## src/rtl/axis_source.sv

```systemverilog
// AXI-Stream master front end: local valid/ready writes into a small FWFT FIFO drained as m_axis_*.
// Optional packet framing (m_axis_tlast plus a beat counter) is enabled by defining AXIS_SOURCE_TLAST_EN.
module axis_source #(
  parameter int AXIS_WIDTH = 32,
  parameter int DEPTH      = 4,
  parameter int PKT_LEN    = 8
) (
  input  logic                    clk,
  input  logic                    reset,
  input  logic                    valid,
  input  logic [AXIS_WIDTH-1:0]   data_in,
  output logic                    ready,
  output logic                    m_axis_tvalid,
  output logic [AXIS_WIDTH-1:0]   m_axis_tdata,
  input  logic                    m_axis_tready,
`ifdef AXIS_SOURCE_TLAST_EN
  output logic                    m_axis_tlast,
`endif
  output logic [$clog2(DEPTH):0]  level
);

  localparam int AW = $clog2(DEPTH);
  localparam int CW = AW + 1;

  generate
    if (DEPTH < 2 || (DEPTH & (DEPTH - 1)) != 0 || PKT_LEN < 1) begin : g_bad_params
      $error("axis_source: DEPTH must be a power of two >= 2 and PKT_LEN >= 1");
    end
  endgenerate

  logic [AXIS_WIDTH-1:0] mem [DEPTH];
  logic [AW-1:0]         wr_ptr;
  logic [AW-1:0]         rd_ptr;
  logic                  wr_en;
  logic                  rd_en;

  // Flow control depends only on registered occupancy, never on m_axis_tready.
  assign ready         = (level != CW'(DEPTH));
  assign m_axis_tvalid = (level != '0);
  assign m_axis_tdata  = mem[rd_ptr];

  assign wr_en = valid && ready;
  assign rd_en = m_axis_tvalid && m_axis_tready;

  // NOTE: storage is deliberately left out of reset so it can map onto plain RAM/LUT cells;
  // its contents are meaningless while level is 0.
  always_ff @(posedge clk) begin
    if (wr_en) begin
      mem[wr_ptr] <= data_in;
    end
  end

  // NOTE: all sequential state uses non-blocking assignment so every register samples
  // the pre-edge values of the others, regardless of statement order.
  always_ff @(posedge clk or negedge reset) begin
    if (!reset) begin
      wr_ptr <= '0;
      rd_ptr <= '0;
      level  <= '0;
    end else begin
      if (wr_en) wr_ptr <= wr_ptr + AW'(1);
      if (rd_en) rd_ptr <= rd_ptr + AW'(1);
      case ({wr_en, rd_en})
        2'b10:   level <= level + CW'(1);
        2'b01:   level <= level - CW'(1);
        default: level <= level;
      endcase
    end
  end

`ifdef AXIS_SOURCE_TLAST_EN
  localparam int BW = (PKT_LEN > 1) ? $clog2(PKT_LEN) : 1;

  logic [BW-1:0] beat_cnt;
  logic          at_last;

  assign at_last      = (beat_cnt == BW'(PKT_LEN - 1));
  assign m_axis_tlast = m_axis_tvalid && at_last;

  // Counts delivered beats only; a stalled or empty FIFO leaves the position in the packet untouched.
  always_ff @(posedge clk or negedge reset) begin
    if (!reset) begin
      beat_cnt <= '0;
    end else if (rd_en) begin
      beat_cnt <= at_last ? '0 : beat_cnt + BW'(1);
    end
  end
`endif

endmodule

```

## config.mk

```make
export PLATFORM = sky130hd
export DESIGN_NAME = axis_source
export DESIGN_NICKNAME = d
export VERILOG_FILES = /design/src/rtl/axis_source.sv
export SDC_FILE = /design/constraint.sdc
export NUM_CORES = 1
export LEC_CHECK = 0
export CAP_MARGIN = 20
export CORE_ASPECT_RATIO = 1.2
export CORE_MARGIN = 2
export CORE_UTILIZATION = 48
export DETAILED_ROUTE_END_ITERATION = 6
export GPL_ROUTABILITY_DRIVEN = 0
export PLACE_DENSITY_LB_ADDON = 0.05
export RECOVER_POWER = 50
export SYNTH_ARGS = -nofsm -noshare
export SYNTH_HDL_FRONTEND = slang
export SYNTH_SLANG_ARGS = --single-unit
export TNS_END_PERCENT = 20
```

## constraint.sdc

```tcl
create_clock -name clk -period 2.27 [get_ports clk]
set_input_delay 0.5675 -clock clk [delete_from_list [all_inputs] [get_ports clk]]
set_output_delay 0.5675 -clock clk [all_outputs]
set_load 0.02 [all_outputs]
```

== Yosys cells after proc, flatten, opt, wreduce, memory -nomap -nowiden ==
Memories as Yosys holds them, arrays and structs flattened.
Cells that the tools add are included.

* Add/sub/neg operators: 4
* Multipliers: 0
* Div/mod/pow operators: 0
* Order comparisons: 0
* Eq/ne operators: 3
* Shifts and indexed selects: 0
* Muxes and demuxes: 3
* Bitwise gates (word level): 0
* Reductions and logical operators: 4

{| class="wikitable"
|+ Operators with widths
! operator !! count
|-
| $pmux 3 s2 || 1
|-
| $add 2x1->2 const B || 2
|-
| $add 3x1->3 const B || 1
|-
| $ne 3x3->1 const B || 1
|-
| $reduce_bool 3->1 || 1
|-
| $sub 3x1->3 const B || 1
|-
| $eq 2x1->1 const B || 1
|-
| $eq 2x2->1 const B || 1
|-
| $logic_and 1x1->1 || 2
|-
| $mux 1 || 2
|-
| $reduce_bool 2->1 || 1
|}

* Register bits: 7
* Latch bits: 0
* Memory bits (writable): 128
* Bits in read-only memories: 0
* Bits of input ports: 36
* Output and inout bits: 37
* Word-level logic and storage cells: 18
* Memories: 1

{| class="wikitable"
|+ Memory list
! memory !! words !! width !! read ports !! clocked after Yosys merged registers in !! wr ports !! line !! RTL
|-
| mem || 4 || 32 || 1 || 0 || 1 || 31 || <nowiki>logic [AXIS_WIDTH-1:0] mem [DEPTH];</nowiki>
|}

== Longest topological paths before layout ==
* Depth in word-level cells: 4
* Mapped depth: 9
* Gate-level depth less buffers: 9

== Worst setup path before layout ==
OpenSTA, ideal clock, no wires.

* Kind: reg2reg
* Start point: register level[2]
* End point: register level[2]
* Library setup time: 80 ps
* Data arrival time: 2147 ps
* Setup slack: 44 ps
* Stages on the path, launching flop included: 10
* Cells stage by stage: dfrtp_1 -> or3b_4 -> and2_4 -> inv_1 -> ha_1 -> inv_1 -> fa_1 -> xor2_1 -> nor2_1 -> xor2_1

* Longest elaborated chain between the ends: 4

{| class="wikitable"
|+ RTL lines
! what !! line !! RTL
|-
| from (decl) || 19 || <nowiki>output logic [$clog2(DEPTH):0] level</nowiki>
|-
| from (signal assigned) || 64 || <nowiki>2'b10: level <= level + CW'(1);</nowiki>
|-
| from (signal assigned) || 65 || <nowiki>2'b01: level <= level - CW'(1);</nowiki>
|-
| from (signal assigned) || 66 || <nowiki>default: level <= level;</nowiki>
|-
| $ne 3x3->1 * || 38 || <nowiki>assign ready = (level != CW'(DEPTH));</nowiki>
|-
| net ready || 12 || <nowiki>output logic ready,</nowiki>
|-
| $logic_and 1x1->1 * || 42 || <nowiki>assign wr_en = valid && ready;</nowiki>
|-
| $eq 2x1->1 / $eq 2x2->1 (equally long branches) || 63 || <nowiki>case ({wr_en, rd_en})</nowiki>
|-
| $pmux 3 s2 / $reduce_bool 2->1 (equally long branches) || - ||
|}

Mark *: on every way through the listed nets, which the timed path passes. The rest lies on a longest branch.
A chain may end at the register's enable or synchronous reset.

== Final worst setup path ==
* Start point: register rd_ptr[0]
* End point: output port m_axis_tdata[17]

* Longest elaborated chain between the ends: 1

{| class="wikitable"
|+ RTL lines
! what !! line !! RTL
|-
| from (decl) || 33 || <nowiki>logic [AW-1:0] rd_ptr;</nowiki>
|-
| from (signal assigned) || 62 || <nowiki>if (rd_en) rd_ptr <= rd_ptr + AW'(1);</nowiki>
|-
| $mem_v2 4x32 || - ||
|-
| to (decl) || 14 || <nowiki>output logic [AXIS_WIDTH-1:0] m_axis_tdata,</nowiki>
|}

No other way between the ends.

==> flow_metrics.env <==
export IMPL_status="finished with violations"
export IMPL_violations="negative setup slack"
export IMPL_top_layer="met4"
export IMPL_fin_util=0.640
export IMPL_syn_nets=247
export IMPL_layout_setup_ws_ps=-97.7
export IMPL_power_switching_mw=2.77
export IMPL_p_leak_nw=2.33
export IMPL_wl_met2_mm=4.49
export IMPL_clk_latency_ps=410
export IMPL_ys_ff_latch=135
export IMPL_slowest_delay_ps=480
export IMPL_worst_setup_path_start_kind="register"
export IMPL_cp_max_fo=5
export IMPL_dp_cells=414
export IMPL_required_ps=1700
export IMPL_layout_nets=352
export IMPL_wl_per_cell_um=19.5
export IMPL_cts_buffer_depth=2
export IMPL_first_global_vias=2590
export IMPL_skew_ps=5.49
export IMPL_cp_startpoint="rd_ptr[0]"
export IMPL_die_height_um=116
export IMPL_syn_avg_cell_area_um2=24.6
export IMPL_wl_met3_um=424
export IMPL_start_util=0.486
export IMPL_period_share=1.04
export IMPL_drt_wl_total_mm=8.82
export IMPL_slowest_stage="mux4_2"
export IMPL_die_w_um=97.5
export IMPL_rrSetupSlack_ps=90
export IMPL_yosysTopAreaCell="edfxtp_1"
export IMPL_synth_top_cell_area_share=0.763
export IMPL_place_ws_ps=-14.5
export IMPL_drtIter0Drc=109
export IMPL_drc=0
export IMPL_area_delta_synth_final_pct=31.6
export IMPL_track_usage=0.168
export IMPL_postCtsHoldBufs=0
export IMPL_rows=41
export IMPL_p_int_mw=6.46
export IMPL_p_per_area_nw_per_um2=1390
export IMPL_r2r_cells=9
export IMPL_io_buffers=72
export IMPL_ios=73
export IMPL_dr_pass1_iters=4
export IMPL_dieArea_um2=11300
export IMPL_cts_tree="done"
export IMPL_htree_levels=4
export IMPL_cap_viol_max_count=0
export IMPL_max_slew_worst_pin_slew_ps=403
export IMPL_path_clk_slew_ps=50
export IMPL_cts_sinks=135
export IMPL_swShare=0.300
export IMPL_dp_hpwl_mm=5.17
export IMPL_critical_path_class="register to output port"
export IMPL_fmax_mhz=422
export IMPL_worstSetupEndpoint="m_axis_tdata[17]"
export IMPL_r2r_start="level[1]"
export IMPL_period_needed_ps=2370
export IMPL_crit_chain="buf_6, clkbuf_16, mux4_2, buf_2"
export IMPL_netlist_top_cells_area="edfxtp_1 (76%), mux4_2 (14%), dfrtp_1 (3.5%)"
export IMPL_p_comb_frac=0.364
export IMPL_ys_warn_count=0
export IMPL_ir_drop_mv=0.757
export IMPL_hold_path_class="primary input to async pin"
export IMPL_maxSlewViolCount=0
export IMPL_max_slew_margin=0.731
export IMPL_ys_types=20
export IMPL_numCtsBuffers=17
export IMPL_final_cell_area_um2=6630
export IMPL_ys_seq_area_frac=0.797
export IMPL_postPlaceCellArea_um2=6100
export IMPL_antenna_found_initial=1
export IMPL_grt_pass1_wl_mm=13.9
export IMPL_rsz0062_at_grt="true"
export IMPL_hold_violations=0
export IMPL_grt_max_degree=33
export IMPL_m1WireLength_mm=3.76
export IMPL_final_cells=453
export IMPL_clockPowerShare=0.260
export IMPL_synth_cells=205
export IMPL_vias=2382
export IMPL_vias_per_cell=5.26
export IMPL_whs_ps=524
export IMPL_postRouteAntennaNets=0
export IMPL_r2r_end="level[2]"
export IMPL_root_buffer="clkbuf_16"
export IMPL_grt_ovfl_total=0
export IMPL_drive_gt1_frac=0.381
export IMPL_netlist_area_um2=5040
export IMPL_setup_viol=26
export IMPL_core_um2=10400
export IMPL_seqPwrFrac=0.377
export IMPL_cp_arrival_ps=1800
export IMPL_worstSetupEndpointType="output port"
state kept, by name, indices dropped and copies added (netlist names):
name and flops:
wr_ptr 2, level 3, mem 128, rd_ptr 2
layout make-up:
class	instances	area, µm²
fill	744	3730
antenna	1	2.50
sequential	135	4020
multi-input combinational	56	956
tap	129	161
clock buffer	18	429
timing repair buffer	94	946
inverter	6	22.5
clock inverter	14	91.3
worst max-delay path: cells and delay by family (launching register included):
kind                   cells  cell delay [ps]
DFF                        1              430
buffers and inverters      3              470
muxes                      1              480
how the worst min path moves through the flow:
stage,from,to,slack [ps],cells past startpoint
finish,reset,rd_ptr[0],520,1
global placement,level[2],level[2],550,2
detailed placement,level[2],level[2],550,2
global route,reset,wr_ptr[0],550,1
floorplan,reset,level[0],270,0
CTS,reset,level[1],450,1
synthesized netlist by cell type (all sizes together):
cell type,instances
edfxtp,128
mux4,32
dfrtp,7
buf,6
inv,6
ha,5
and3,4
xnor2,3
xor2,3
clkbuf,2
and2,1
fa,1
mux2,1
mux2i,1
nand2,1
nor2,1
o31a,1
or3,1
or3b,1
power by group through the flow:
| stage | logic (mW) | registers, mW | clock network (mW) |
|---|---|---|---|
| final | 3.36 | 3.47 | 2.40 |
| after global routing | 3.59 | 3.52 | 2.56 |
| after CTS | 3.22 | 3.47 | 2.46 |
| after detailed placement | 3.43 | 3.53 | 0 |
| after global placement | 3.44 | 3.51 | 0 |
| after floorplan | 1.92 | 3.49 | 0 |
timing repair:
action,CTS,global route
gates resized for setup,136,18
cloned,1,2
endpoints found under the setup margin,34,28
buffers inserted,3,0
kinds of logic (layout without fill, tap and decap cells):
family | Yosys count | count (layout) | share of synthesized area
XOR/XNOR | 6 | 6 | 0.0104
buffers and inverters | 14 | 132 | 0.0129
flip-flops | 135 | 135 | 0.797
other | 0 | 1 | 0
multiplexers | 34 | 34 | 0.148
AO/OA/AOI/OAI | 1 | 1 | 0.00199
AND/OR/NAND/NOR | 9 | 9 | 0.0129
adder cells (fa/ha/maj) | 6 | 6 | 0.0164
routing by layer:
layer	up-vias	track usage
li1	1073	-
met1	1233	0.211
met2	62	0.277
met3	14	0.0521
met4	0	0.0722
met5	-	0
cell usage in the layout (no fill, tap or decap):
| cell | instances |
|---|---|
| clkinv_2 | 7 |
| ha_1 | 5 |
| buf_16 | 1 |
| inv_1 | 6 |
| xnor2_1 | 3 |
| diode_2 | 1 |
| buf_4 | 6 |
| and3_2 | 4 |
| dfrtp_2 | 3 |
| buf_2 | 23 |
| clkinv_1 | 5 |
| xor2_1 | 3 |
| nand2_1 | 1 |
| or3_2 | 1 |
| edfxtp_1 | 128 |
| mux4_2 | 32 |
| mux2i_1 | 1 |
| fa_1 | 1 |
| mux2_4 | 1 |
| and2_4 | 1 |
| nor2_1 | 1 |
| dlygate4sd2_1 | 2 |
| buf_6 | 13 |
| o31a_2 | 1 |
| clkbuf_1 | 2 |
| dlygate4sd3_1 | 34 |
| or3b_4 | 1 |
| buf_12 | 8 |
| bufinv_16 | 1 |
| clkbuf_16 | 19 |
| clkdlybuf4s50_1 | 4 |
| dfrtp_1 | 4 |
| clkinvlp_4 | 1 |
per-stage QoR:
stage	setup TNS (ps)	power (mW)
after floorplan	0	5.41
after global placement	-4.24	6.95
after detailed placement	-22.4	6.96
after CTS	-1930	9.15
after global routing	-3460	9.66
final	-1880	9.23
Note: power is estimated with default switching activity, not from simulation.
